**src/rtl/bus_responder.sv**
```systemverilog
// 68000-style bus cycle responder: synchronizes strobes and chip selects, inserts
// per-target wait states, issues DTACK, and raises a bus error when a cycle times out.
module bus_responder #(
  parameter int unsigned RAM_WAIT     = 0,
  parameter int unsigned ROM_WAIT     = 2,
  parameter int unsigned BERR_TIMEOUT = 64
) (
  input  logic clk,
  input  logic reset,
  input  logic as_n,
  input  logic ram_cs_n,
  input  logic rom_cs_n,
  input  logic duart_cs_n,
  input  logic duart_dtack_n,
  output logic dtack_n,
  output logic berr_n,
  output logic bus_fault
);

  localparam int unsigned SYNC_W = 5;
  localparam int unsigned WAIT_W = 4;
  localparam int unsigned TMO_W  = 8;
  localparam logic [TMO_W-1:0]  TMO_LAST   = TMO_W'(BERR_TIMEOUT - 1);
  localparam logic [WAIT_W-1:0] RAM_WAIT_L = WAIT_W'(RAM_WAIT);
  localparam logic [WAIT_W-1:0] ROM_WAIT_L = WAIT_W'(ROM_WAIT);

  typedef enum logic [1:0] {ST_IDLE, ST_WAIT, ST_ACK, ST_BERR} state_t;
  typedef enum logic [1:0] {TGT_RAM, TGT_ROM, TGT_DUART, TGT_NONE} tgt_t;

  logic [SYNC_W-1:0] meta_q;
  logic [SYNC_W-1:0] sync_q;
  logic              as_s;
  logic              ram_cs_s;
  logic              rom_cs_s;
  logic              duart_cs_s;
  logic              duart_dtack_s;

  state_t            state_q;
  tgt_t              tgt_q;
  logic [WAIT_W-1:0] wait_q;
  logic [TMO_W-1:0]  tmo_q;
  logic              armed_q;
  logic [1:0]        prime_q;
  logic              dtack_n_q;
  logic              berr_n_q;
  logic              fault_q;
  logic              ack_c;

  // Two-flop synchronizers for every asynchronous input; idle level is high.
  always_ff @(posedge clk) begin
    if (!reset) begin
      meta_q <= '1;
      sync_q <= '1;
    end else begin
      meta_q <= {as_n, ram_cs_n, rom_cs_n, duart_cs_n, duart_dtack_n};
      sync_q <= meta_q;
    end
  end

  assign as_s          = sync_q[4];
  assign ram_cs_s      = sync_q[3];
  assign rom_cs_s      = sync_q[2];
  assign duart_cs_s    = sync_q[1];
  assign duart_dtack_s = sync_q[0];

  // Acknowledge condition for the latched target while in WAIT.
  always_comb begin
    ack_c = 1'b0;
    case (tgt_q)
      TGT_RAM, TGT_ROM: ack_c = (wait_q == '0);
      TGT_DUART:        ack_c = !duart_dtack_s;
      default:          ack_c = 1'b0;
    endcase
  end

  // prime_q keeps the reset value of the synchronizer from counting as a real
  // strobe-high sample, so a strobe already low at reset release is never armed.
  always_ff @(posedge clk) begin
    if (!reset) begin
      state_q   <= ST_IDLE;
      tgt_q     <= TGT_NONE;
      wait_q    <= '0;
      tmo_q     <= '0;
      armed_q   <= 1'b0;
      prime_q   <= '0;
      dtack_n_q <= 1'b1;
      berr_n_q  <= 1'b1;
      fault_q   <= 1'b0;
    end else begin
      prime_q <= {prime_q[0], 1'b1};
      case (state_q)
        ST_IDLE: begin
          dtack_n_q <= 1'b1;
          berr_n_q  <= 1'b1;
          if (as_s) begin
            if (prime_q[1]) armed_q <= 1'b1;
          end else if (armed_q) begin
            state_q <= ST_WAIT;
            armed_q <= 1'b0;
            tmo_q   <= '0;
            if (!ram_cs_s) begin
              tgt_q  <= TGT_RAM;
              wait_q <= RAM_WAIT_L;
            end else if (!rom_cs_s) begin
              tgt_q  <= TGT_ROM;
              wait_q <= ROM_WAIT_L;
            end else if (!duart_cs_s) begin
              tgt_q  <= TGT_DUART;
              wait_q <= '0;
            end else begin
              tgt_q  <= TGT_NONE;
              wait_q <= '0;
            end
          end
        end
        ST_WAIT: begin
          if (as_s) begin
            state_q <= ST_IDLE;
          end else if (ack_c) begin
            state_q   <= ST_ACK;
            dtack_n_q <= 1'b0;
          end else if (tmo_q == TMO_LAST) begin
            state_q  <= ST_BERR;
            berr_n_q <= 1'b0;
            fault_q  <= 1'b1;
          end else begin
            tmo_q <= tmo_q + TMO_W'(1);
            if (wait_q != '0) wait_q <= wait_q - WAIT_W'(1);
          end
        end
        ST_ACK, ST_BERR: begin
          if (as_s) begin
            state_q   <= ST_IDLE;
            dtack_n_q <= 1'b1;
            berr_n_q  <= 1'b1;
          end
        end
        default: state_q <= ST_IDLE;
      endcase
    end
  end

  assign dtack_n   = dtack_n_q;
  assign berr_n    = berr_n_q;
  assign bus_fault = fault_q;

endmodule

```
**config.mk**
```make
export PLATFORM = sky130hd
export DESIGN_NAME = bus_responder
export DESIGN_NICKNAME = d
export VERILOG_FILES = /design/src/rtl/bus_responder.sv
export SDC_FILE = /design/constraint.sdc
export NUM_CORES = 1
export LEC_CHECK = 0
export BUFFER_PORTS_ARGS = -buffer_cell sky130_fd_sc_hd__buf_4
export CORE_MARGIN = 3
export CORE_UTILIZATION = 33
export DETAILED_ROUTE_END_ITERATION = 8
export PLACE_DENSITY = 0.46
export SYNTH_ARGS = -nofsm -noshare
export SYNTH_HDL_FRONTEND = slang
export SYNTH_SLANG_ARGS = --single-unit
```
**constraint.sdc**
```tcl
create_clock -name clk -period 4.73 [get_ports clk]
set_input_delay 0.2365 -clock clk [delete_from_list [all_inputs] [get_ports clk]]
set_output_delay 0.2365 -clock clk [all_outputs]
set_load 0.01 [all_outputs]
```
==> reports/results.txt, run 1 <==
DR iter-0 viols = 58
Num CTS Buffers = 5
total number of vias = 1128
worst r2r path cells = 6
cts hold-fix bufs = 0
Via-to-Cell Ratio = 5.42
CP Max Fanout = 13
Layout area overhead = 14.3%
Worst Hold Launch = duart_dtack_n
Post-Syn Area = 0.00139 mm²
die width = 70.9 µm
Layout Skew = 0.00513 ns
worst hold endpoint = meta_q[0]$_SDFF_PN1_
post-synthesis sequential area ratio = 0.461
Slew headroom = 0.617
Initial Util = 0.360
# clock sinks = 32
iteration count of the initial detailed-routing pass = 4
CTS resizes = 0
H-Tree Depth = 2
core area = 0.00385 mm²
worst r2r dst = tmo_q[5]$_SDFFE_PN0P_
Fin. Hold Viols = 0
post-DP HPWL = 2030 µm
reg2reg start = wait_q[0]$_SDFFE_PN0P_
Synth cell types = 41
RSZ-0062 raised after global routing = false
final period utilization = 0.450
Syn Area/Cell = 9.20 µm²
final setup fails = 0
most frequent cells in the layout = 32 x dfxtp_1, 12 x nand2b_1, 11 x nand2_1
post-route ant nets = 0
global-route wire length before repair = 5330 µm
Critical Path End Type = flip-flop
outcome = completed
Syn Nets = 161
initial antenna violation count = 0
Top FF cell, synth = dfxtp_1
Ys Warns = 0
GRT Overall Usage = 0.131
CTS Root Cell = clkbuf_8
grt ovf = 0
row cnt = 22
Arr. time, crit path = 2.33 ns
Highest Clock Rate = 0.470 GHz
Power Density = 351 mW/mm²
Leak = 0.575 nW
Chip Height = 70.9 µm
commonest non-fill, non-tap cell in the layout = dfxtp_1
Post-CTS Repair Setup Buffers = 0
Layout fillers = 393
fin nets = 169
post-route minimum period = 2.13 ns
Final GP Congestion = 0.774
CP Launch Type = flip-flop
post-layout util = 0.412
number of enable flip-flop cells after synthesis = 0
pin count of the biggest net entering global routing = 30
ant diodes = 0
Max VDD drop = 0.207 mV
Die Area = 0.00502 mm²
CTS tree = built
Post-Synthesis Cells = 151
overall routed net length = 2870 µm
multi-input logic area = 689 µm²
Worst-Skew Late Latency = 0.29 ns
Hold Crit Depth = 2
num ports = 10
max cap viols = 0
Hold Path Class = in2reg
Power Total = 0.557 mW
setup TNS = 0 ns
post-synthesis sequential element count = 32
max-slew violations = 0
Reg2Reg Setup Slack = 2.60 ns
Reg area = 641 µm²
I/O Buffers = 9
vias in the first global route = 1140
drt wl/cell = 13.8 µm
Worst-Margin Slew = 0.574 ns
clk slew on worst S/H paths = 0.07 ns
worst path required time = 4.93 ns
async set or reset register ratio after synthesis = 0
share of cells above drive strength 1 = 0.125
clock buffer depth = 2
critical path type = reg2reg
DRC viols = 0
[through the flow]
step | cell area [µm²] | hold WS (ns) | setup WS [ns] | instances
floorplan | 1390 | 0.264 | 3.00 | 151
global placement | 1480 | 0.390 | 2.68 | 200
detailed placement | 1480 | 0.391 | 2.62 | 200
CTS | 1590 | 0.124 | 2.59 | 208
global route | 1590 | 0.126 | 2.40 | 208
finish | 1590 | 0.130 | 2.60 | 208
[kinds of logic after synthesis]
logic type / share of synthesized area
buffers and inverters: 0.0423
DFF: 0.461
adders and majority gates: 0.0270
AOI/OAI and AO/OA: 0.208
and+or+nand+nor: 0.261
[sequential cells by signal, summed over array words and instances, names as in the netlist]
| register | flops |
|---|---|
| wait_q | 4 |
| tmo_q | 8 |
| dtack_n | 1 |
| berr_n | 1 |
| prime_q | 2 |
| sync_q | 5 |
| tgt_q | 2 |
| bus_fault | 1 |
| meta_q | 5 |
| state_q | 2 |
| armed_q | 1 |
[cell usage after synthesis, drive strengths merged, types with 3 or more instances]
cell type  count  area share
o311ai         5       0.032
inv            4       0.011
ha             3       0.027
o31ai          3       0.016
and2           3       0.014
nor2           7       0.019
buf            4       0.018
o41ai          4       0.031
clkbuf         4       0.011
o21ai          8       0.029
nand3          5       0.018
nand2b        12       0.054
or3            5       0.023
nand4          3       0.014
o211ai         3       0.016
nand2         11       0.030
a21oi         10       0.036
dfxtp         32        0.46
[worst max-delay path: stages, from the launching register on]
cell and delay (ns):
dfxtp_1 0.37, inv_1 0.07, ha_1 0.21, nand4bb_1 0.16, o2111ai_2 0.32, or3_1 0.60, o41ai_2 0.30
[cell type report]
class | count | area share
multi-input combinational | 106 | 0.434
inverter | 5 | 0.0118
clock buffer | 5 | 0.0433
timing repair buffer | 9 | 0.0426
sequential | 32 | 0.403
tap | 48 | 0.0378
clock inverter | 3 | 0.0268
[per-layer routing]
metal  GRT usage  wire, µm
met1       0.174      1460
met2       0.192      1210
met3      0.0483       137
met4      0.0564        61
met5           0         0
[power by group]
| part | leakage (nW) | internal, mW | switching (mW) |
|---|---|---|---|
| Combinational | 0.260 | 0.00884 | 0.0108 |
| Sequential | 0.261 | 0.275 | 0.00306 |
| Clock | 0.0541 | 0.156 | 0.103 |
[worst max-delay path by stage]
stage / from / cells past startpoint / end
floorplan: tmo_q[0]$_SDFFE_PN0P_ / 6 / tmo_q[5]$_SDFFE_PN0P_
global placement: wait_q[0]$_SDFFE_PN0P_ / 6 / tmo_q[5]$_SDFFE_PN0P_
detailed placement: wait_q[0]$_SDFFE_PN0P_ / 6 / tmo_q[5]$_SDFFE_PN0P_
CTS: wait_q[0]$_SDFFE_PN0P_ / 6 / tmo_q[5]$_SDFFE_PN0P_
global route: wait_q[0]$_SDFFE_PN0P_ / 6 / tmo_q[3]$_SDFFE_PN0P_
finish: wait_q[0]$_SDFFE_PN0P_ / 6 / tmo_q[5]$_SDFFE_PN0P_
Power figures use the tool's default switching activity.
==> run 2, diff against run 1 <==
PLACE_DENSITY = 0.48   (was 0.46)
clock period = 1.9 ns   (was 4.73 ns; I/O delays follow)
==> run 2 against run 1 <==
  * Clock power rose to 2.7 times the previous value
  * Cell count up 7.7%
  * Global-route usage down 0.44 points
  * Via count up 5.8%
  * Total power rose to 2.6 times the previous value
  * Register-to-register slack worse by 2.5 ns
==> reports/results.txt, run 2 (same netlist as run 1, synthesis figures left out) <==
outcome = completed
Reg2Reg Setup Slack = 0.12 ns
row cnt = 22
num ports = 10
Highest Clock Rate = 0.561 GHz
Reg area = 641 µm²
Power Density = 836 mW/mm²
Fin. Hold Viols = 0
Power Total = 1.46 mW
RSZ-0062 raised after global routing = false
Hold Path Class = in2reg
clk slew on worst S/H paths = 0.07 ns
Worst-Margin Slew = 0.437 ns
Layout Skew = 0.00723 ns
Initial Util = 0.360
final setup fails = 0
die width = 70.9 µm
Critical Path End Type = flip-flop
CP Max Fanout = 7
Post-CTS Repair Setup Buffers = 0
Hold WS = 0.173 ns
dpl cells = 211
Slew headroom = 0.704
Layout area overhead = 25.7%
Via-to-Cell Ratio = 5.33
Chip Height = 70.9 µm
core area = 0.00385 mm²
overall routed net length = 3000 µm
grt ovf = 0
global-route wire length before repair = 5090 µm
initial antenna violation count = 0
pin count of the biggest net entering global routing = 29
Non-Filler Instances = 224
Top reg by flops = tmo_q
GRT Overall Usage = 0.127
Max VDD drop = 0.505 mV
Final Cell Area = 0.00175 mm²
setup slack after layout = 0.116 ns
DRC viols = 0
CTS tree = built
Die Area = 0.00502 mm²
vias in the first global route = 1131
biggest regs = tmo_q x8, meta_q x5, sync_q x5
Leak = 0.660 nW
worst r2r path cells = 5
Hold Crit Depth = 3
worst path required time = 2.08 ns
max-slew violations = 0
post-route minimum period = 1.78 ns
iteration count of the initial detailed-routing pass = 4
post-DP HPWL = 2120 µm
Layout fillers = 394
fin nets = 185
Arr. time, crit path = 1.97 ns
max cap viols = 0
post-route ant nets = 0
CP Launch Type = flip-flop
DR iter-0 viols = 23
multi-input logic area = 699 µm²
Worst-Skew Late Latency = 0.28 ns
H-Tree Depth = 2
CTS Root Cell = clkbuf_8
Num CTS Buffers = 5
post-layout util = 0.453
most frequent cells in the layout = 32 x dfxtp_1, 20 x buf_4, 12 x nand2b_1
Post-Place Worst Slack = 0.0505 ns
critical path type = reg2reg
drt wl/cell = 13.4 µm
# clock sinks = 32
commonest non-fill, non-tap cell in the layout = dfxtp_1
setup TNS = 0 ns
max reg flops = 8
ant diodes = 0
I/O Buffers = 9
clock buffer depth = 2
placed inst area = 0.00156 mm²
Final GP Congestion = 0.787
total number of vias = 1193
share of cells above drive strength 1 = 0.188
final period utilization = 0.939
[run 2: layer usage]
metal / vias up / global-route usage / share of wire / routed length [µm]
li1: 609 / - / - / -
met1: 553 / 0.164 / 0.48 / 1430
met2: 25 / 0.194 / 0.46 / 1390
met3: 6 / 0.0412 / 0.040 / 120
met4: 0 / 0.0543 / 0.018 / 55
met5: - / 0 / 0 / 0
[run 2: final timing paths]
kind                         start                      to
max reg2reg  tmo_q[0]$_SDFFE_PN0P_   tmo_q[5]$_SDFFE_PN0P_
max          tmo_q[0]$_SDFFE_PN0P_   tmo_q[5]$_SDFFE_PN0P_
min                          reset  wait_q[3]$_SDFFE_PN0P_
min reg2reg   meta_q[0]$_SDFF_PN1_    sync_q[0]$_SDFF_PN1_
[run 2: area by class of cell]
cell class,instances,share of cell area
multi-input combinational,106,0.401
clock buffer,7,0.0552
inverter,5,0.0108
sequential,32,0.367
clock inverter,1,0.0172
tap,48,0.0344
timing repair buffer,25,0.115
[run 2: report_power, final]
part / total (mW) / internal [mW] / switching (mW)
Sequential: 0.693 / 0.686 / 0.00744
Combinational: 0.0639 / 0.0330 / 0.0309
Clock: 0.702 / 0.462 / 0.240
Total: 1.46 / 1.18 / 0.278
[run 2: what timing repair did]
item / 4_1_cts / 5_1_grt
endpoints found under the setup margin: 0 / 6
hold buffers: 5 / 0
hold endpoints to repair: 5 / 0
gates resized for setup: 0 / 3
[run 2: critical path, cell delays in order, from the launching register on]
cell and delay, ns:
dfxtp_1 0.34, ha_1 0.22, and3_1 0.25, and2_1 0.18
or3_4 0.42, o41ai_2 0.27
